[src/rtl/uart_pkg.sv]
// Shared definitions for the UART transmit path (and the future RX path).
//   - parity mode encodings
//   - transmit FSM state encoding
//   - uart_div(): rounded clock-to-baud divisor, usable in constant expressions
package uart_pkg;

    localparam int PARITY_NONE = 0;
    localparam int PARITY_ODD  = 1;
    localparam int PARITY_EVEN = 2;

    typedef enum logic [2:0] {
        ST_IDLE   = 3'd0,
        ST_START  = 3'd1,
        ST_DATA   = 3'd2,
        ST_PARITY = 3'd3,
        ST_STOP   = 3'd4
    } tx_state_t;

    // Rounded divisor; the sum is formed in 64 bits so fast clocks cannot overflow.
    function automatic int uart_div(input int clk_freq, input int baud);
        return int'((longint'(clk_freq) + longint'(baud / 2)) / longint'(baud));
    endfunction

endpackage

[src/rtl/sync_fifo.sv]
// Single-clock FIFO with synchronous active-high reset.
// Ports:
//   clk, reset          clock and synchronous reset (flushes pointers and count)
//   push, push_data     write request and data; ignored while full
//   pop, pop_data       read request; pop_data always shows the current head
//   full, empty         occupancy flags
//   count               current occupancy, 0..DEPTH
// DEPTH must be a power of two so the pointers wrap naturally.
module sync_fifo #(
    parameter int WIDTH = 8,
    parameter int DEPTH = 16
) (
    input  logic                     clk,
    input  logic                     reset,
    input  logic                     push,
    input  logic [WIDTH-1:0]         push_data,
    input  logic                     pop,
    output logic [WIDTH-1:0]         pop_data,
    output logic                     full,
    output logic                     empty,
    output logic [$clog2(DEPTH):0]   count
);

    localparam int AW = $clog2(DEPTH);

    logic [WIDTH-1:0] mem [DEPTH];
    logic [AW-1:0]    wr_ptr;
    logic [AW-1:0]    rd_ptr;
    logic             do_push;
    logic             do_pop;

    assign full     = (count == (AW + 1)'(DEPTH));
    assign empty    = (count == '0);
    assign do_push  = push && !full;
    assign do_pop   = pop && !empty;
    assign pop_data = mem[rd_ptr];

    always_ff @(posedge clk) begin
        if (reset) begin
            wr_ptr <= '0;
            rd_ptr <= '0;
            count  <= '0;
        end else begin
            if (do_push) wr_ptr <= wr_ptr + 1'b1;
            if (do_pop)  rd_ptr <= rd_ptr + 1'b1;
            case ({do_push, do_pop})
                2'b10:   count <= count + 1'b1;
                2'b01:   count <= count - 1'b1;
                default: count <= count;
            endcase
        end
    end

    // Storage needs no reset: entries are only read after being written.
    always_ff @(posedge clk) begin
        if (do_push) mem[wr_ptr] <= push_data;
    end

endmodule

[src/rtl/uart_tx_fifo.sv]
// UART transmitter fed by a FIFO over a valid/ready word interface.
// Words are serialised LSB first, back-to-back while the FIFO holds data.
// Ports:
//   clk, reset     system clock, synchronous active-high reset
//   in_data        word to transmit (DATA_BITS wide)
//   in_valid       in_data is valid; accepted on a rising edge with in_ready
//   in_ready       FIFO has room (low during reset)
//   uart_tx        serial line, idle high
//   busy           frame in progress or FIFO non-empty
//   fifo_count     current FIFO occupancy
//
// state     | meaning
// ----------+-------------------------------------------------------------
// ST_IDLE   | line high, waiting for the FIFO to become non-empty
// ST_START  | start bit (low) for DIV cycles
// ST_DATA   | data bits, LSB first, DIV cycles each
// ST_PARITY | parity bit for DIV cycles (only when PARITY != none)
// ST_STOP   | line high for STOP_BITS*DIV cycles, then next frame or idle
module uart_tx_fifo
    import uart_pkg::*;
#(
    parameter int CLK_FREQ   = 27000000,
    parameter int BAUD       = 115200,
    parameter int DATA_BITS  = 8,
    parameter int PARITY     = 0,
    parameter int STOP_BITS  = 1,
    parameter int FIFO_DEPTH = 16
) (
    input  logic                          clk,
    input  logic                          reset,
    input  logic [DATA_BITS-1:0]          in_data,
    input  logic                          in_valid,
    output logic                          in_ready,
    output logic                          uart_tx,
    output logic                          busy,
    output logic [$clog2(FIFO_DEPTH):0]   fifo_count
);

    localparam int DIV   = uart_div(CLK_FREQ, BAUD);
    localparam int CNT_W = $clog2(STOP_BITS * DIV);
    localparam int BIT_W = $clog2(DATA_BITS);

    localparam logic [CNT_W-1:0] BIT_LOAD  = CNT_W'(DIV - 1);
    localparam logic [CNT_W-1:0] STOP_LOAD = CNT_W'(STOP_BITS * DIV - 1);
    localparam logic [BIT_W-1:0] LAST_BIT  = BIT_W'(DATA_BITS - 1);

    if (DIV < 2) begin : g_bad_div
        $error("uart_tx_fifo: CLK_FREQ/BAUD gives a divisor below 2");
    end
    if (FIFO_DEPTH < 2 || (FIFO_DEPTH & (FIFO_DEPTH - 1)) != 0) begin : g_bad_depth
        $error("uart_tx_fifo: FIFO_DEPTH must be a power of two and at least 2");
    end
    if (PARITY < PARITY_NONE || PARITY > PARITY_EVEN) begin : g_bad_parity
        $error("uart_tx_fifo: PARITY must be 0, 1 or 2");
    end
    if (STOP_BITS != 1 && STOP_BITS != 2) begin : g_bad_stop
        $error("uart_tx_fifo: STOP_BITS must be 1 or 2");
    end
    if (DATA_BITS < 5 || DATA_BITS > 9) begin : g_bad_data
        $error("uart_tx_fifo: DATA_BITS must be in 5..9");
    end

    tx_state_t              state_q, state_d;
    logic [CNT_W-1:0]       baud_q, baud_d;
    logic [BIT_W-1:0]       bit_q, bit_d;
    logic [DATA_BITS-1:0]   shift_q, shift_d;
    logic                   par_q, par_d;
    logic                   tx_q, tx_d;

    logic                   fifo_push;
    logic                   fifo_pop;
    logic                   fifo_full;
    logic                   fifo_empty;
    logic [DATA_BITS-1:0]   fifo_head;
    logic                   start_frame;
    logic                   baud_tc;

    assign in_ready  = !reset && !fifo_full;
    assign fifo_push = in_valid && in_ready;

    sync_fifo #(
        .WIDTH (DATA_BITS),
        .DEPTH (FIFO_DEPTH)
    ) u_fifo (
        .clk       (clk),
        .reset     (reset),
        .push      (fifo_push),
        .push_data (in_data),
        .pop       (fifo_pop),
        .pop_data  (fifo_head),
        .full      (fifo_full),
        .empty     (fifo_empty),
        .count     (fifo_count)
    );

    assign baud_tc = (baud_q == '0);
    assign uart_tx = tx_q;
    assign busy    = (state_q != ST_IDLE) || (fifo_count != '0);

    always_ff @(posedge clk) begin
        if (reset) begin
            state_q <= ST_IDLE;
            baud_q  <= '0;
            bit_q   <= '0;
            shift_q <= '0;
            par_q   <= 1'b0;
            tx_q    <= 1'b1;
        end else begin
            state_q <= state_d;
            baud_q  <= baud_d;
            bit_q   <= bit_d;
            shift_q <= shift_d;
            par_q   <= par_d;
            tx_q    <= tx_d;
        end
    end

    always_comb begin
        state_d     = state_q;
        baud_d      = baud_q;
        bit_d       = bit_q;
        shift_d     = shift_q;
        par_d       = par_q;
        tx_d        = tx_q;
        fifo_pop    = 1'b0;
        start_frame = 1'b0;

        case (state_q)
            ST_IDLE: begin
                tx_d = 1'b1;
                if (!fifo_empty) start_frame = 1'b1;
            end

            ST_START: begin
                if (baud_tc) begin
                    state_d = ST_DATA;
                    baud_d  = BIT_LOAD;
                    bit_d   = '0;
                    tx_d    = shift_q[0];
                end else begin
                    baud_d = baud_q - 1'b1;
                end
            end

            ST_DATA: begin
                if (baud_tc) begin
                    if (bit_q == LAST_BIT) begin
                        if (PARITY != PARITY_NONE) begin
                            state_d = ST_PARITY;
                            baud_d  = BIT_LOAD;
                            tx_d    = par_q;
                        end else begin
                            state_d = ST_STOP;
                            baud_d  = STOP_LOAD;
                            tx_d    = 1'b1;
                        end
                    end else begin
                        bit_d   = bit_q + 1'b1;
                        baud_d  = BIT_LOAD;
                        shift_d = shift_q >> 1;
                        // Next bit is already sitting one place up in the register.
                        tx_d    = shift_q[1];
                    end
                end else begin
                    baud_d = baud_q - 1'b1;
                end
            end

            ST_PARITY: begin
                if (baud_tc) begin
                    state_d = ST_STOP;
                    baud_d  = STOP_LOAD;
                    tx_d    = 1'b1;
                end else begin
                    baud_d = baud_q - 1'b1;
                end
            end

            ST_STOP: begin
                if (baud_tc) begin
                    // Chain straight into the next frame so there is no idle gap.
                    if (!fifo_empty) begin
                        start_frame = 1'b1;
                    end else begin
                        state_d = ST_IDLE;
                        tx_d    = 1'b1;
                    end
                end else begin
                    baud_d = baud_q - 1'b1;
                end
            end

            default: begin
                state_d = ST_IDLE;
                tx_d    = 1'b1;
            end
        endcase

        if (start_frame) begin
            fifo_pop = 1'b1;
            state_d  = ST_START;
            baud_d   = BIT_LOAD;
            bit_d    = '0;
            shift_d  = fifo_head;
            // Parity is fixed at load time since the shift register is consumed.
            par_d    = (PARITY == PARITY_ODD) ? ~^fifo_head : ^fifo_head;
            tx_d     = 1'b0;
        end
    end

endmodule

[config.mk]
export PLATFORM = sky130hd
export DESIGN_NAME = uart_tx_fifo
export DESIGN_NICKNAME = d
export VERILOG_FILES = /design/src/rtl/uart_pkg.sv /design/src/rtl/sync_fifo.sv /design/src/rtl/uart_tx_fifo.sv
export SDC_FILE = /design/constraint.sdc
export NUM_CORES = 1
export LEC_CHECK = 0
export CELL_PAD_IN_SITES_DETAIL_PLACEMENT = 1
export CELL_PAD_IN_SITES_GLOBAL_PLACEMENT = 1
export CORE_ASPECT_RATIO = 0.7
export CORE_UTILIZATION = 52
export DETAILED_ROUTE_END_ITERATION = 10
export PLACE_DENSITY_LB_ADDON = 0.1
export SYNTH_ARGS = -nofsm -noshare
export SYNTH_HDL_FRONTEND = slang
export SYNTH_SLANG_ARGS = --single-unit
export TNS_END_PERCENT = 1
[constraint.sdc]
create_clock -name clk -period 4.65 [get_ports clk]
set_input_delay 0.93 -clock clk [delete_from_list [all_inputs] [get_ports clk]]
set_output_delay 0.93 -clock clk [all_outputs]
set_load 0.01 [all_outputs]
==> results.ini <==
[outcome]
outcome=completed

[pwr]
p_leak_nw=2.71
peakVddDrop_v=0.000272
power_density_nw_per_um2=562

[yosys]
synth_nets=523
dominantRegCellSynth=edfxtp_1
synth_edf_count=128
ys_seq_area_share_pct=64.4
ys_ff_latch=168
synth_cells=500
yosysTopAreaCellShare_pct=53.3
syn_area_per_cell_sq_um=14.4
yosys_warnings=0
synth_area_leaders=edfxtp_1 53%, dfxtp_1 11%, mux4_2 8.1%, mux2i_1 2.4%, ha_1 2.1%
async_flop_share_pct=0
syn_area_sq_um=7210
yosys.area.top_type=edfxtp_1
ys_types=67

[sta]
slew_headroom_pct=30.0
fin_crit_sh_pct=82.2
hold_slack_ns=0.479
period_needed_ns=3.82
worst_slew_pin_slew_ns=1.05
finalClockSkew_ns=0.00815
rsz0062_at_grt=false
setup_viol=0
max_freq_mhz=262
finalHoldViolCount=0
fin_setup_tns_ns=0
slew_violations=0

[floorplan]
io_pins=19
die_area_sq_um=14400
core_area_sq_um=13400
start_util_pct=54.0
die_x_um=143
fp.dieH_um=101
rows=35

[cts]
cts_buffer_depth=2
ctsResizeCount=0
clock_latency_ns=0.43
cts_tree=done
post-cts-setup-buffer-count=0
clk_pin_slew_ns=0.06
clkSinkCount=168
hold_buffers=0
cts_buffers=17
cts-root-buf=clkbuf_16
htree_num_levels=4

[placed_design]
portBuffers=18
gp_congestion=0.855
hpwlAfterDp_um=11200

[route]
wl_per_cell_um=24.4
vias=4358
drc=0
routed_wl_um=17300
via_per_inst=6.14
drt-initial-drc-count=312
drtPass1Iterations=4
ant_nets=0

[worst_setup_path]
cp_top_family=adder cells
worstSetupPathType=register to register
cp_common_cell=ha_1
cpPeakStageDelay_ns=0.53
cp_num_buf_inv=2
arrival_ns=4.14
slowest_stage=or3b_2
worst_setup_path_end_kind=register
crit_path_max_fanout=16
crit_required_ns=4.96
cp_cell_sequence=inv_1 > ha_1 > or3b_2 > o21ai_2 > nand2_2 > inv_2 > ha_1 > xor2_1 > ha_1 > o21a_1 > o21ai_0 > nand2b_1 > a211oi_1 > mux2_1
start_kind=register

[global_routing]
grt_pass1_vias=4536
grt_pass1_wl_um=26700
grt_max_degree=45
grt_use_total_pct=26.2
grt-ovfl-total=0
antenna_found_initial=0

[min_path]
hold_class=register to register

[finish]
diodes=0
fin_nets=536
num-fill-cells=1235
area_delta_synth_final_pct=12.4
drive_gt1_share_pct=15.6

[flow_run]
cap_violations=0

-- cell usage in the layout (no fill, tap or decap), types with 12 or more instances in the layout --
cell,n
mux2i_1,17
mux4_2,26
edfxtp_1,128
nor2_1,35
a21oi_1,23
clkbuf_16,17
clkdlybuf4s50_1,18
dfxtp_1,38
nand2_1,20
ha_1,12
-- cell usage after synthesis (3+ instances only) --
master,count
a2111oi_0,3
a211oi_1,11
a21oi_1,23
a22oi_1,11
a311oi_1,4
a31oi_1,4
and3_1,7
buf_2,8
clkbuf_1,20
dfxtp_1,40
edfxtp_1,128
ha_1,12
inv_1,11
mux2i_1,17
mux4_2,26
nand2_1,20
nand2b_1,9
nand3_1,5
nand3b_1,3
nor2_1,35
nor2b_1,5
nor3_1,11
nor4_1,4
o21ai_0,9
o21ai_1,3
o31ai_1,6
or3_1,4
or4_1,3
xnor2_1,3
xor2_1,9
-- flip-flops by register name, summed over array words and instances (netlist names), named ones only --
signal,cells
baud_q,8
bit_q,3
shift_q,8
state_q,3
u_fifo.count,5
u_fifo.mem,128
u_fifo.rd_ptr,4
u_fifo.wr_ptr,4
uart_tx,1
-- layer usage --
layer	part of all wire [%]	track usage [%]	up-vias
li1	-	-	1978
met1	48	38.5	2245
met2	46	40.1	112
met3	3.9	4.61	23
met4	1.6	8.02	0
met5	0	0	-
-- per-stage QoR --
step	cells	cell area [sq um]	util [%]	total power, W	setup slack (ns)
floorplan	500	7210	-	0.00283	1.21
global placement	679	7540	56.5	0.00313	1.05
detailed placement	679	7540	56.5	0.00320	0.866
CTS	710	8110	60.7	0.00457	0.833
global route	710	8110	60.7	0.00477	0.605
finish	710	8110	60.7	0.00456	0.826
-- power breakdown --
group          switching [W]  internal [W]  total [W]  leakage (nW)
Combinational       0.000696      0.000576    0.00127         0.955
Sequential          0.000196       0.00172    0.00192          1.48
Clock               0.000615      0.000749    0.00136         0.271
-- cell type report --
class | instances | area [sq um] | area share [%]
multi-input cells | 288 | 2380 | 29.3
inverters | 12 | 45.0 | 0.555
flip-flops and latches | 168 | 4650 | 57.3
clock inverters | 14 | 141 | 1.74
clock buffers | 17 | 425 | 5.25
well taps | 185 | 231 | 2.85
repair buffers | 26 | 240 | 2.96
-- tightest hold or removal path, delay by kind of cell, from the launching register on --
family          cells  cell delay (ns)
flops               1             0.32
compound gates      1             0.06
simple gates        1             0.05
-- worst paths after layout --
path | start | slack (ns) | end | cells after the start
worst max-delay path | baud_q[1]$_SDFFE_PP0P_ | 0.83 | u_fifo.count[4]$_SDFFE_PP0P_ | 14
worst min-delay path | bit_q[1]$_SDFFE_PP0P_ | 0.48 | bit_q[1]$_SDFFE_PP0P_ | 2
worst max register to register | baud_q[1]$_SDFFE_PP0P_ | 0.83 | u_fifo.count[4]$_SDFFE_PP0P_ | 14
worst min register to register | bit_q[1]$_SDFFE_PP0P_ | 0.48 | bit_q[1]$_SDFFE_PP0P_ | 2
-- kinds of logic after synthesis --
logic type	Yosys count	share of synthesized area, %
AO/OA/AOI/OAI	95	9.28
XOR/XNOR	12	1.46
adder cells (fa/ha/maj)	12	2.08
buffers and inverters	44	2.64
flip-flops	168	64.4
multiplexers	46	10.9
AND/OR/NAND/NOR	123	9.23
(Power assumes the default switching activity.)
